===== config.mk =====
export PLATFORM = sky130hd
export DESIGN_NAME = mult_div_unit
export DESIGN_NICKNAME = d
export VERILOG_FILES = /design/src/rtl/mult_div_unit.sv
export SDC_FILE = /design/constraint.sdc
export NUM_CORES = 1
export LEC_CHECK = 0
export CAP_MARGIN = 20
export CELL_PAD_IN_SITES_DETAIL_PLACEMENT = 0
export CELL_PAD_IN_SITES_GLOBAL_PLACEMENT = 1
export CORE_ASPECT_RATIO = 0.8
export CORE_MARGIN = 2
export CORE_UTILIZATION = 48
export DETAILED_ROUTE_END_ITERATION = 6
export HOLD_SLACK_MARGIN = 0.02
export PLACE_DENSITY = 0.94
export SKIP_CTS_REPAIR_TIMING = 1
export SLEW_MARGIN = 0
export SYNTH_ARGS = -nofsm -noshare
export SYNTH_HDL_FRONTEND = slang
export SYNTH_SLANG_ARGS = --single-unit

===== constraint.sdc =====
create_clock -name clock -period 6.5 [get_ports clock]
set_input_delay 0.975 -clock clock [delete_from_list [all_inputs] [get_ports clock]]
set_output_delay 0.975 -clock clock [all_outputs]
set_load 0.005 [all_outputs]

===== src/rtl/mult_div_unit.sv =====
// Iterative 32x32 multiply / divide unit with architectural HI/LO registers.
// Computes one bit per cycle: shift-add multiply and restoring divide on
// unsigned magnitudes, followed by a one-cycle sign fix-up that writes HI/LO.
// Also accepts MTHI/MTLO writes while idle; HI/LO are always visible.
module mult_div_unit (
    input  logic        clock,
    input  logic        reset_n,
    input  logic        i_start,
    input  logic [1:0]  i_op_2,
    input  logic [31:0] w_data_s1val_32,
    input  logic [31:0] w_data_s2val_32,
    input  logic        i_mthi,
    input  logic        i_mtlo,
    output logic [31:0] w_data_hi_32,
    output logic [31:0] w_data_lo_32,
    output logic        o_busy,
    output logic        o_done
);

    typedef enum logic [1:0] {
        IDLE   = 2'd0,
        CALC   = 2'd1,
        FINISH = 2'd2
    } state_t;

    state_t      state_reg;
    state_t      state_next;

    logic [4:0]  count_reg;
    logic        is_div_reg;
    logic        neg_res_reg;    // result (product / quotient) must be negated
    logic        neg_rem_reg;    // remainder takes the dividend's sign
    logic        div_zero_reg;
    logic [31:0] rs_reg;         // raw dividend, returned in HI on divide by zero
    logic [31:0] opnd_reg;       // multiplicand magnitude or divisor magnitude
    logic [31:0] acc_reg;        // product high half or partial remainder
    logic [31:0] work_reg;       // multiplier bits / product low half, or dividend bits / quotient
    logic [31:0] hi_reg;
    logic [31:0] lo_reg;
    logic        done_reg;

    // Operand conditioning at start: magnitudes and result sign flags
    logic        op_signed;
    logic        s1_neg;
    logic        s2_neg;
    logic [31:0] s1_mag;
    logic [31:0] s2_mag;

    assign op_signed = ~i_op_2[0];
    assign s1_neg    = op_signed & w_data_s1val_32[31];
    assign s2_neg    = op_signed & w_data_s2val_32[31];
    assign s1_mag    = s1_neg ? (~w_data_s1val_32 + 32'd1) : w_data_s1val_32;
    assign s2_mag    = s2_neg ? (~w_data_s2val_32 + 32'd1) : w_data_s2val_32;

    // One iteration of shift-add multiply (carry-out becomes the new top bit)
    logic [32:0] mul_sum;
    assign mul_sum = {1'b0, acc_reg} + (work_reg[0] ? {1'b0, opnd_reg} : 33'd0);

    // One iteration of restoring divide: shift in next dividend bit, trial subtract.
    // When the subtraction succeeds the difference is below the divisor, so the
    // low 32 bits of the modular difference are exact.
    logic [32:0] div_shift;
    logic        div_ok;
    logic [31:0] div_diff;
    assign div_shift = {acc_reg, work_reg[31]};
    assign div_ok    = (div_shift >= {1'b0, opnd_reg});
    assign div_diff  = div_shift[31:0] - opnd_reg;

    // Sign fix-up applied in FINISH
    logic [63:0] product_fix;
    logic [31:0] quot_fix;
    logic [31:0] rem_fix;
    assign product_fix = neg_res_reg ? (~{acc_reg, work_reg} + 64'd1) : {acc_reg, work_reg};
    assign quot_fix    = neg_res_reg ? (~work_reg + 32'd1) : work_reg;
    assign rem_fix     = neg_rem_reg ? (~acc_reg + 32'd1) : acc_reg;

    // State register
    always_ff @(posedge clock or negedge reset_n) begin
        if (!reset_n) begin
            state_reg <= IDLE;
        end else begin
            state_reg <= state_next;
        end
    end

    // Next-state logic: IDLE -> CALC (32 iterations) -> FINISH -> IDLE
    always_comb begin
        state_next = state_reg;
        case (state_reg)
            IDLE:    if (i_start) state_next = CALC;
            CALC:    if (count_reg == 5'd31) state_next = FINISH;
            FINISH:  state_next = IDLE;
            default: state_next = IDLE;
        endcase
    end

    // Datapath: operand latch, per-cycle iteration, result write-back and moves
    always_ff @(posedge clock or negedge reset_n) begin
        if (!reset_n) begin
            count_reg    <= 5'd0;
            is_div_reg   <= 1'b0;
            neg_res_reg  <= 1'b0;
            neg_rem_reg  <= 1'b0;
            div_zero_reg <= 1'b0;
            rs_reg       <= 32'd0;
            opnd_reg     <= 32'd0;
            acc_reg      <= 32'd0;
            work_reg     <= 32'd0;
            hi_reg       <= 32'd0;
            lo_reg       <= 32'd0;
            done_reg     <= 1'b0;
        end else begin
            done_reg <= 1'b0;
            case (state_reg)
                IDLE: begin
                    if (i_start) begin
                        is_div_reg   <= i_op_2[1];
                        neg_res_reg  <= s1_neg ^ s2_neg;
                        neg_rem_reg  <= s1_neg;
                        div_zero_reg <= (w_data_s2val_32 == 32'd0);
                        rs_reg       <= w_data_s1val_32;
                        count_reg    <= 5'd0;
                        acc_reg      <= 32'd0;
                        if (i_op_2[1]) begin
                            opnd_reg <= s2_mag;
                            work_reg <= s1_mag;
                        end else begin
                            opnd_reg <= s1_mag;
                            work_reg <= s2_mag;
                        end
                    end else begin
                        if (i_mthi) hi_reg <= w_data_s1val_32;
                        if (i_mtlo) lo_reg <= w_data_s1val_32;
                    end
                end
                CALC: begin
                    count_reg <= count_reg + 5'd1;
                    if (is_div_reg) begin
                        acc_reg  <= div_ok ? div_diff : div_shift[31:0];
                        work_reg <= {work_reg[30:0], div_ok};
                    end else begin
                        acc_reg  <= mul_sum[32:1];
                        work_reg <= {mul_sum[0], work_reg[31:1]};
                    end
                end
                FINISH: begin
                    done_reg <= 1'b1;
                    if (is_div_reg) begin
                        if (div_zero_reg) begin
                            hi_reg <= rs_reg;
                            lo_reg <= 32'hFFFF_FFFF;
                        end else begin
                            hi_reg <= rem_fix;
                            lo_reg <= quot_fix;
                        end
                    end else begin
                        hi_reg <= product_fix[63:32];
                        lo_reg <= product_fix[31:0];
                    end
                end
                default: ;
            endcase
        end
    end

    assign w_data_hi_32 = hi_reg;
    assign w_data_lo_32 = lo_reg;
    assign o_busy       = (state_reg != IDLE);
    assign o_done       = done_reg;

endmodule


## After elaboration in Yosys (flattened, before gate mapping)

Cells that the tools add are included.

| operators by class | value |
|---|---|
| equal/unequal tests | 8 |
| bitwise logic cells | 9 |
| $add $sub $neg | 8 |
| mux-type cells | 31 |
| reduce and logical (&&, ||, !) cells | 10 |
| $lt $le $gt $ge | 1 |

Operators by type and width:

| cell | number |
|---|---|
| two-way mux 32 bit | 20 |
| case mux 32 bit (2 select lines) | 4 |
| adder 32 x 1 -> 32 bit, second input constant | 4 |
| inverter 32 bit | 4 |
| adder 64 x 1 -> 64 bit, second input constant | 1 |
| two-way mux 64 bit | 1 |
| inverter 64 bit | 1 |
| adder 32 x 32 -> 33 bit | 1 |
| >= comparator 33 x 32 -> 1 bit | 1 |
| logical NOT 32 bit | 1 |
| subtractor 32 bit | 1 |
| inequality test 2 bit, second input constant | 5 |
| case mux 5 bit (2 select lines) | 1 |
| AND reduction 2 bit | 3 |
| AND reduction 3 bit | 2 |
| nonzero test 2 bit | 3 |
| adder 5 x 1 -> 5 bit, second input constant | 1 |
| equality test 5 bit, second input constant | 1 |
| two-way mux 5 bit | 1 |
| two-way mux 2 bit | 2 |
| case mux 2 bit (2 select lines) | 1 |
| AND 1 bit | 2 |
| equality test 2 x 1 -> 1 bit, second input constant | 1 |
| equality test 2 bit, second input constant | 1 |
| other kinds (4) | 4 |

| word-level totals | value |
|---|---|
| input port bits | 71 |
| word-level logic and storage cells | 80 |
| output and inout bits | 66 |
| register bits after elaboration | 204 |

## Depth between registers and ports, before layout

| depth | value |
|---|---|
| depth after elaboration | 6 |
| gate-level depth with buffers | 14 |
| depth with buffers taken out | 13 |

## Least setup slack after synthesis

Ideal clock, no wire load.

| timing | value |
|---|---|
| kind | register -> register |
| start | register work_reg[31] |
| end | register acc_reg[24] |
| cell stages (with the launch flop) | 15 |
| period minus slack after synthesis | 3.360 ns |
| path slack | 3.140 ns |
| arrival | 3.237 ns |
| library setup time | 0.123 ns |
| buffers on the path | 1 |
| required time | 6.377 ns |
| cell sequence | dfrtp_1 clkbuf_1 inv_1 ha_1 inv_1 fa_1 a21o_1 a221oi_1 o211ai_1 a21bo_2 a41o_1 o31ai_1 o21ai_0 xnor2_1 o221a_2 |

| on the way | value |
|---|---|
| word-level cells in the longest chain between the ends | 4 |
| elaborated cells on any way between the ends | 5 |
| classes of those cells | add/sub (1); order compare (1); mux (3) |

Ends and longest elaborated chain:

| element | line | source |
|---|---|---|
| from (decl) | 37 | `logic [31:0] work_reg;` |
| from (signal assigned) | 126 | `work_reg <= s1_mag;` |
| from (signal assigned) | 129 | `work_reg <= s2_mag;` |
| from (signal assigned) | 140 | `work_reg <= {work_reg[30:0], div_ok};` |
| subtractor 32 bit / >= comparator 33 x 32 -> 1 bit (equally long branches) | 67, 66 |  |
| two-way mux 32 bit (*) | 139 | `acc_reg <= div_ok ? div_diff : div_shift[31:0];` |
| two-way mux 32 bit (*) | 138 | `if (is_div_reg) begin` |
| case mux 32 bit (2 select lines) (*) | 114 | `case (state_reg)` |
| to (signal assigned) | 139 |  |
| to (signal assigned) | 142 | `acc_reg <= mul_sum[32:1];` |
| to (decl) | 36 | `logic [31:0] acc_reg;` |

Mark *: on every way between the ends. The rest lies on a longest branch, timed or not.
A chain may end at the register's enable or synchronous reset.

## Final worst setup path

| timing | value |
|---|---|
| start | register work_reg[0] |
| end | register hi_reg[18], in the netlist w_data_hi_32[18] |

| on the way | value |
|---|---|
| word-level cells in the longest chain between the ends | 5 |

Ends and longest elaborated chain:

| element | line | source |
|---|---|---|
| inverter 64 bit | 73 | `assign product_fix = neg_res_reg ? (~{acc_reg, work_reg} + 64'd1) : {acc_reg, work_reg};` |
| adder 64 x 1 -> 64 bit | 73 |  |
| two-way mux 64 bit | 73 |  |
| two-way mux 32 bit | 148 | `if (is_div_reg) begin` |
| case mux 32 bit (2 select lines) | 114 |  |
| to (signal assigned) | 150 | `hi_reg <= rs_reg;` |
| to (signal assigned) | 153 | `hi_reg <= rem_fix;` |
| to (signal assigned) | 157 | `hi_reg <= product_fix[63:32];` |
| to (decl) | 38 | `logic [31:0] hi_reg;` |

No other way between the ends.

==> results.md <==
* Core Box Area at 0.0350 mm2
* Core Util, Final at 0.560
* Avg Inst Size Synth at 7.66 um2
* Gpl congestion at 1.00
* Synthesis-to-layout area growth at 14.3%
* Seq cells post-synth at 204
* H-Tree Depth at 1
* Yosys warning count at 0
* DP Area at 0.0187 mm2
* Chip height at 173 um
* Post-layout worst setup margin at 1.89 ns
* Seq/Total Area, Yosys at 0.298
* Area share of the largest cell type after synthesis at 0.298
* Crit path time final at 4.61 ns
* Setup TNS at 0 ns
* Pin count of the biggest net entering global routing at 112
* Vias in the first global route at 16,900
* Yosys top cell by area: dfrtp_1
* First-pass GRT wire length at 106 mm
* Post-Layout Cell Count at 2,753
* Asr flop ratio synth at 1.00
* Pre-antenna DRT Iters at 5
* Number of diodes at 0
* Cell mode on critical path: nand3_1
* Post-synth EDFFs at 0
* Clock transition at path regs at 0.06 ns
* Pwr Density at 584 mW/mm2
* Buf+Inv Stages, Crit Path at 1
* Mapped Cells at 2,236
* Vias per cell at 6.57
* CP arrival at 5.01 ns
* Unrepaired setup endpoints after global routing: no
* Period utilization at 0.709
* CTS root buffer: clkbuf_16
* Highest-delay cell along the critical path: nor4_1
* CTS tree: built
* Crit path launch type: register
* Worst hold path class: in2async
* Total Power at 11.4 mW
* Data required, critical path at 6.90 ns
* Clk_lat worst skew at 0.55 ns
* Via count at 18,100
* Fillers at 3,384
* Setup violators final at 0
* Commonest cells after routing, fill and taps aside: nand2_1, o21ai_0, dfrtp_1, a21oi_1, nor2_1
* Largest delay share family, worst path: simple AND/OR/NAND/NOR gates
* Boundary Pins at 137
* Leakage at 8.13 nW
* Critical path cell sequence: inv_1 -> ha_1 -> or3b_2 -> nor4_1 -> nand3_1 -> nor3_1 -> nand4_1 -> or4_4 -> o311ai_0 -> nand3_1
* Final wirelength at 69.2 mm
* Commonest non-fill, non-tap cell in the layout: nand2_1
* IO Port Bufs at 136
* Cell area after layout at 0.0196 mm2
* Gr ovfl total at 0
* Worst Setup End Kind: register
* Outcome: finished, final reports clean
* Final hold slack at 0.455 ns
* Initial Utilization at 0.490
* CP Max Fanout at 7
* Post-Syn Area at 0.0171 mm2
* Fin nets at 2,406
* Fin. max-slew vios at 0
* Synth top area cells: dfrtp_1, o21ai_0, nand2_1
* Post-place setup slack at 1.98 ns
* CTS Buffer Depth at 3
* Max-cap viol count at 0
* DP Cell Count at 2,708
* CP Class: reg2reg
* Total die area at 0.0372 mm2
* Slowest stage delay, CP at 0.67 ns
* Tightest Pin Transition at 1.01 ns
* Final Skew at 0.0145 ns
* Antenna-violating nets left at 0
* Post-synth cell types at 84
* Post-detail-place hpwl at 51.8 mm
* Die width at 215 um
* Post-DR wirelength/cell at 25.2 um
* Rows at 61
* Share of cells above drive strength 1 at 0.0478
* Synthesized net count at 2,379
* Hold Fails Final Rpt at 0
* F_max at 217 MHz
* Slew HR at 0.324
* Cts bufs inserted at 24
* Clock Sinks at 204
* DRC at 0
* Top FF cell, synth: dfrtp_1
* Initial antenna violation count at 1
* GRT Util Overall at 0.365
* Initial DRC count at 2,455
* Maximum VDD drop at 0.000251 V
synth_stat cells, types with 11 or more instances:
library cell  count
nand4_1          17
dfrtp_1         204
buf_1            11
inv_1            73
nand2b_1         26
xnor2_1         100
clkbuf_1        147
o22ai_1          35
a211oi_1         28
ha_1             70
or3_1            23
o221ai_1         17
a22oi_1          26
and3_1           16
o211ai_1         32
a31oi_1          38
o21ai_0         252
nand3_1          37
nor3_1           41
nor2_1          149
a21oi_1         172
a21o_1           36
xor2_1           68
nand2_1         324
nor2b_1          17
nor4_1           22
mux2i_1          53
o31ai_1          24
per-layer routing:
| layer | wire [um] | track usage | vias to the layer above | part of all wire |
|---|---|---|---|---|
| met2 | 28700 | 0.528 | 1039 | 0.41 |
| li1 | - | - | 8143 | - |
| met5 | 0 | 0 | - | 0 |
| met1 | 30400 | 0.542 | 8766 | 0.44 |
| met4 | 2740 | 0.128 | 0 | 0.040 |
| met3 | 7480 | 0.0661 | 152 | 0.11 |
power by group:
| group | internal (mW) | switching [mW] |
|---|---|---|
| combinational | 2.94 | 4.21 |
| sequential | 1.90 | 0.897 |
| clock | 0.887 | 0.598 |
kinds of logic after synthesis:
group / count (synthesis) / share of synthesized area
DFF: 204 / 0.298
AOI/OAI and AO/OA: 759 / 0.274
and+or+nand+nor: 737 / 0.201
muxes: 57 / 0.0336
xor gates and xnor gates: 168 / 0.0859
buffers and inverters: 239 / 0.0534
adders and majority gates: 72 / 0.0534
path summary, 6_finish.rpt:
| check | startpoint | end | slack [ns] | cells past startpoint |
|---|---|---|---|---|
| worst min-delay path | reset_n | rs_reg[23]$_DFFE_PN0P_ | 0.45 | 1 |
| worst max-delay path | work_reg[0]$_DFFE_PN0P_ | w_data_hi_32[18]$_DFFE_PN0P_ | 1.89 | 10 |
| worst min register to register | w_data_lo_32[31]$_DFFE_PN0P_ | w_data_lo_32[31]$_DFFE_PN0P_ | 0.48 | 2 |
| max in group asynchronous | reset_n | work_reg[7]$_DFFE_PN0P_ | 4.91 | 2 |
| worst max register to register | work_reg[0]$_DFFE_PN0P_ | w_data_hi_32[18]$_DFFE_PN0P_ | 1.89 | 10 |
| min in group clock | w_data_lo_32[31]$_DFFE_PN0P_ | w_data_lo_32[31]$_DFFE_PN0P_ | 0.48 | 2 |
final cells by class:
| class | count | area, um2 | share of cell area |
|---|---|---|---|
| flip-flops and latches | 204 | 5110 | 0.261 |
| clock inverters | 5 | 53.8 | 0.00275 |
| well taps | 472 | 591 | 0.0302 |
| multi-input cells | 1793 | 11100 | 0.569 |
| clock buffers | 39 | 808 | 0.0413 |
| repair buffers | 166 | 1610 | 0.0821 |
| inverters | 74 | 278 | 0.0142 |
Power figures use the tool's default switching activity.
